## config.mk

```make
export PLATFORM = sky130hd
export DESIGN_NAME = hazard_fwd_scoreboard
export DESIGN_NICKNAME = d
export VERILOG_FILES = /design/src/rtl/hazard_pkg.sv /design/src/rtl/hazard_fwd_scoreboard_sb_entry.sv /design/src/rtl/hazard_fwd_scoreboard.sv
export SDC_FILE = /design/constraint.sdc
export NUM_CORES = 1
export LEC_CHECK = 0
export CORE_ASPECT_RATIO = 1.5
export CORE_MARGIN = 2
export CORE_UTILIZATION = 25
export DETAILED_ROUTE_END_ITERATION = 10
export GPL_ROUTABILITY_DRIVEN = 0
export PLACE_DENSITY = 0.46
export SETUP_SLACK_MARGIN = 0.5
export SLEW_MARGIN = 10
export SYNTH_ARGS = -nofsm -noshare
export SYNTH_HDL_FRONTEND = slang
export SYNTH_HIERARCHICAL = 1
export SYNTH_SLANG_ARGS = --single-unit
```

## constraint.sdc

```tcl
create_clock -name clk -period 3 [get_ports clk]
set_clock_uncertainty 0.2 [all_clocks]
set_input_delay 0.3 -clock clk [delete_from_list [all_inputs] [get_ports clk]]
set_output_delay 0.3 -clock clk [all_outputs]
set_load 0.05 [all_outputs]
```

## src/rtl/hazard_pkg.sv

```systemverilog
// Shared forward-select encodings for the hazard/forwarding scoreboard.
package hazard_pkg;

  localparam logic [1:0] FWD_NONE = 2'b00;
  localparam logic [1:0] FWD_WB   = 2'b01;
  localparam logic [1:0] FWD_MEM  = 2'b10;

  // MEM wins over WB: it holds the younger result for the same register.
  function automatic logic [1:0] fwd_pick(input logic mem_hit, input logic wb_hit);
    if (mem_hit) return FWD_MEM;
    if (wb_hit) return FWD_WB;
    return FWD_NONE;
  endfunction

endpackage

```

## src/rtl/hazard_fwd_scoreboard_sb_entry.sv

```systemverilog
// One scoreboard entry: latency down-counter; busy while the count is nonzero.
module sb_entry #(
  parameter int LAT_W = 3
) (
  input  logic             clk,
  input  logic             rst_n,
  input  logic             load,
  input  logic [LAT_W-1:0] lat,
  output logic             busy,
  output logic             expiring
);

  logic [LAT_W-1:0] cnt;

  always_ff @(posedge clk or negedge rst_n) begin
    if (!rst_n) begin
      cnt <= '0;
    end else if (load) begin
      cnt <= lat;
    end else if (cnt != '0) begin
      cnt <= cnt - 1'b1;
    end
  end

  assign busy     = (cnt != '0);
  assign expiring = (cnt == LAT_W'(1));

endmodule

```

## src/rtl/hazard_fwd_scoreboard.sv

```systemverilog
// Operand forwarding, load-use / scoreboard RAW / WAW stall detection and long-op busy tracking.
// Optional perf counters (stall_cycles, fwd_events) when HAZARD_PERF_CNT_EN is defined.
module hazard_fwd_scoreboard
  import hazard_pkg::*;
#(
  parameter int REG_AW  = 4,
  parameter int NUM_SRC = 2,
  parameter int LAT_W   = 3
) (
  input  logic                      clk,
  input  logic                      rst_n,
  input  logic                      id_valid,
  input  logic [NUM_SRC*REG_AW-1:0] id_rs,
  input  logic [NUM_SRC*REG_AW-1:0] ex_rs,
  input  logic                      ex_mem_read,
  input  logic [REG_AW-1:0]         ex_rd,
  input  logic [REG_AW-1:0]         mem_rd,
  input  logic [REG_AW-1:0]         wb_rd,
  input  logic                      mem_reg_write,
  input  logic                      wb_reg_write,
  input  logic                      issue_valid,
  input  logic [REG_AW-1:0]         issue_rd,
  input  logic [LAT_W-1:0]          issue_lat,
  output logic [NUM_SRC*2-1:0]      forward_sel,
  output logic                      stall,
  output logic [2**REG_AW-1:0]      busy_vec
`ifdef HAZARD_PERF_CNT_EN
  ,
  output logic [31:0]               stall_cycles,
  output logic [31:0]               fwd_events
`endif
);

  localparam int NREG = 2**REG_AW;

  logic [NREG-1:0]   busy;
  logic [NREG-1:0]   expiring;
  logic [REG_AW-1:0] ex_src;
  logic [REG_AW-1:0] id_src;
  logic              load_use;
  logic              raw_hazard;
  logic              waw_hazard;
  logic              issue_take;

  always_comb begin
    forward_sel = '0;
    ex_src      = '0;
    for (int i = 0; i < NUM_SRC; i++) begin
      ex_src = ex_rs[i*REG_AW +: REG_AW];
      forward_sel[i*2 +: 2] = fwd_pick(mem_reg_write && (mem_rd != '0) && (mem_rd == ex_src),
                                       wb_reg_write && (wb_rd != '0) && (wb_rd == ex_src));
    end
  end

  always_comb begin
    load_use   = 1'b0;
    raw_hazard = 1'b0;
    id_src     = '0;
    for (int i = 0; i < NUM_SRC; i++) begin
      id_src = id_s_sel(i);
      if (id_src != '0) begin
        if (ex_mem_read && (ex_rd == id_src)) load_use = 1'b1;
        if (busy[id_src]) raw_hazard = 1'b1;
      end
    end
    load_use   = load_use && id_valid;
    raw_hazard = raw_hazard && id_valid;
  end

  function automatic logic [REG_AW-1:0] id_s_sel(input int idx);
    return id_rs[idx*REG_AW +: REG_AW];
  endfunction

  // A register whose counter expires on this edge is free to be re-issued on the same edge.
  assign waw_hazard = issue_valid && (issue_rd != '0) && busy[issue_rd] && !expiring[issue_rd];
  assign stall      = load_use || raw_hazard || waw_hazard;
  assign issue_take = issue_valid && !stall && (issue_rd != '0) && (issue_lat != '0);

  assign busy[0]     = 1'b0;
  assign expiring[0] = 1'b0;

  for (genvar r = 1; r < NREG; r++) begin : g_entry
    sb_entry #(
      .LAT_W (LAT_W)
    ) u_entry (
      .clk      (clk),
      .rst_n    (rst_n),
      .load     (issue_take && (issue_rd == REG_AW'(r))),
      .lat      (issue_lat),
      .busy     (busy[r]),
      .expiring (expiring[r])
    );
  end

  assign busy_vec = busy;

`ifdef HAZARD_PERF_CNT_EN
  logic fwd_any;
  assign fwd_any = |forward_sel;

  always_ff @(posedge clk or negedge rst_n) begin
    if (!rst_n) begin
      stall_cycles <= '0;
      fwd_events   <= '0;
    end else begin
      if (stall && (stall_cycles != '1)) stall_cycles <= stall_cycles + 32'd1;
      if (fwd_any && (fwd_events != '1)) fwd_events <= fwd_events + 32'd1;
    end
  end
`endif

endmodule

```

==> results.tsv, run 1 <==
metric	value	unit
status	finished with violations	
violated checks	negative setup slack	
RR Startpoint	g_entry[10].u_entry/cnt[0]$_DFFE_PN0P_	
Worst setup EP type	primary output	
worst skew pair latency	0.29	ns
reg2reg setup slack	-0.07	ns
Arrival @ worst endpoint	2.64	ns
clk root buf	clkbuf_16	
Synth async-reset ratio	1.00	
DR vias/cell	4.98	
Die H	169	um
routed vias	4400	
max-slew violations	0	
synth-to-layout area growth	63.0	%
Initial Util	0.254	
Relative slew margins	0.618	
final worst slack	-0.144	ns
Post-synth EDFFs	0	
Startpoint Class	flop	
cells on worst reg2reg path	14	
DR DRC count	0	
CTS tree	done	
Max Clk Rate	318	MHz
final hold vios	0	
capture point of the worst reg-to-reg path	g_entry[2].u_entry/cnt[0]$_DFFE_PN0P_	
register area share after synthesis	0.249	
largest net degree at the start of global routing	27	
Crit Path Class	flop to primary output	
CP max-delay cell	or3_4	
initial antenna violation count	0	
max reg flops	45	
most frequent cells in the layout	buf_4, clkdlybuf4s50_1, nor2b_1, dfrtp_1, inv_1	
highest ir drop seen on vdd	0.450	mV
antenna-violating nets left	0	
Reg with most FFs	g_entry.u_entry/cnt	
Die W	114	um
synth unique cells	50	
crit path max fanout	4	
most used flip-flop cell after synthesis	dfrtp_1	
CP cell instances	inv_2, ha_4, nand2b_4, nor3b_2, buf_4, nor4b_4, o41ai_2, and4_1, buf_6, or3_4, buf_12	
CTS sink count	45	
syn_area_per_cell	9.35	um^2
CP required	2.50	ns
# nets final	754	
synth warn	6	
htree depth	2	
diode count	0	
crit-path max cell delay	0.42	ns
drt total wl	15.2	mm
RSZ-0062 raised after global routing	yes	
top post-synthesis cells by area	dfrtp_1, ha_1, nor2b_1, nor4b_1, inv_1	
# setup viols final	24	
PD cells	821	nW/um^2
drt pass-1 iters	6	
Filler Cell Count	1741	
Post-Syn Nets	570	
Detailed Route Iter0 Violations	106	
Finished Layout Cells	884	
row count	60	
post-layout util	0.414	
area of the core	17800	um^2
Seq cells post-synth	45	
synthesized area	4520	um^2
Tightest Hold Check Type	input pin to async pin	
Tot GR Track Use	0.161	
Post-Synthesis Cells	483	
Die ar.	19200	um^2
clock slew at reported path FFs	0.07	ns
leading cell type in the layout, fill and taps excluded	buf_4	
worst-margin pin slew	0.566	ns
share of layout cells above drive strength 1	0.432	
WHS	0.317	ns
leading area contributor after synthesis	dfrtp_1	
clk buf depth	2	
wire length per cell	17.2	um
Post-Place Cells	843	
first-pass GRT wire length	24.7	mm
Largest regs	g_entry.u_entry/cnt x45	
detailed placement HPWL	11.5	mm
vias in the first global route	4784	
Buffers on Ports	61	
total grt overflow	0	
Tcrit/Tclk final	1.05	
number of max-cap violations	0	
leakage	2.96	nW
Num CTS Buffers	5	
post-synth top area share	0.249	
fin crit period	3.14	ns
I/O pin count	63	
[logic make-up after synthesis]
group,Yosys count,share of synthesized area
simple gates,214,0.346
buf+inv,78,0.0803
compound gates,67,0.117
fa+ha+maj,45,0.125
flops,45,0.249
xor+xnor,22,0.0427
mux,11,0.0391
other cells,1,0.000830
[cell usage after synthesis, types with 3 or more instances]
cell      number
or2b_1        16
nor4_1         6
a311oi_1      17
nor4_2        10
nand4_1       11
mux2i_1        3
a221oi_1      18
or3b_1        15
nor2b_1       50
inv_1         63
nand2b_1      15
and3b_1        5
a31oi_1       16
and2b_2       16
ha_1          45
xnor2_1       22
nor3_1         4
nand2_1        7
nor2_1         7
buf_6          5
nand3_1        7
o41ai_1        3
nor3b_1        4
nor4b_1       34
buf_4          4
dfrtp_1       45
[power breakdown]
part	internal (mW)	switching (mW)	leakage, nW	total [mW]
Combinational	2.25	1.96	2.36	4.21
Clock	0.329	0.252	0.0700	0.581
Sequential	0.939	0.308	0.530	1.25
Total	3.52	2.52	2.96	6.04
[worst max-delay path: cells and delay by family (launching register included)]
| kind | cells | cell delay, ns |
|---|---|---|
| simple gates | 5 | 1.10 |
| buf+inv | 4 | 0.54 |
| flops | 1 | 0.40 |
| fa+ha+maj | 1 | 0.17 |
| compound gates | 1 | 0.13 |
[per-stage QoR]
stage | power [mW] | cell area, um^2 | setup TNS (ns) | setup WS [ns]
final | 6.04 | 7360 | -0.760 | -0.144
after global routing | 6.52 | 7360 | -5.48 | -0.206
after floorplan | 3.33 | 4850 | 0 | 0.0503
after detailed placement | 4.78 | 6370 | -11.06 | -0.390
after CTS | 5.81 | 7090 | -0.961 | -0.201
after global placement | 4.68 | 6370 | -8.36 | -0.289
[final cells by class]
type / count / area (um^2) / share of cell area
Multi-Input combinational cell: 360 / 3870 / 0.526
Timing Repair Buffer: 192 / 1720 / 0.233
Sequential cell: 45 / 1130 / 0.153
Tap cell: 217 / 272 / 0.0369
Inverter: 63 / 236 / 0.0321
Clock buffer: 7 / 143 / 0.0194
[worst max path at each step]
stage	cells past startpoint	to	startpoint	slack, ns
6_report	11	stall	g_entry[10].u_entry/cnt[1]$_DFFE_PN0P_	-0.14
2_1_floorplan	11	g_entry[1].u_entry/cnt[0]$_DFFE_PN0P_	g_entry[7].u_entry/cnt[0]$_DFFE_PN0P_	0.05
3_3_place_gp	9	g_entry[13].u_entry/cnt[0]$_DFFE_PN0P_	id_rs[1]	-0.29
4_1_cts	9	stall	g_entry[6].u_entry/cnt[1]$_DFFE_PN0P_	-0.20
5_1_grt	11	stall	g_entry[8].u_entry/cnt[0]$_DFFE_PN0P_	-0.21
3_5_place_dp	9	g_entry[9].u_entry/cnt[1]$_DFFE_PN0P_	id_rs[1]	-0.39
[per-layer routing]
layer / share of wire / GRT usage / vias to the layer above
met5: 0 / 0 / -
met4: 0.035 / 0.0700 / 0
met3: 0.020 / 0.0154 / 28
met2: 0.55 / 0.302 / 79
li1: - / - / 2121
met1: 0.40 / 0.182 / 2172
[what timing repair did]
| item | CTS | global route |
|---|---|---|
| pin swaps | 31 | 12 |
| hold endpoints to repair | 19 | 0 |
| setup buffers | 25 | 8 |
| gates cloned | 0 | 0 |
| resized for setup | 83 | 46 |
| hold buffers | 1 | 0 |
| setup endpoints to repair | 55 | 48 |
(Power assumes the default switching activity.)
==> run 2: changes to the inputs <==
--- a/config.mk
+++ b/config.mk
@@ -5,6 +5,7 @@
 export SDC_FILE = /design/constraint.sdc
 export NUM_CORES = 1
 export LEC_CHECK = 0
+export ABC_CLOCK_PERIOD_IN_PS = 3000
 export CORE_ASPECT_RATIO = 1.5
 export CORE_MARGIN = 2
 export CORE_UTILIZATION = 25
==> results of run 2 <==
Same layout as run 1: the final DEF is identical, and so are final timing and power.
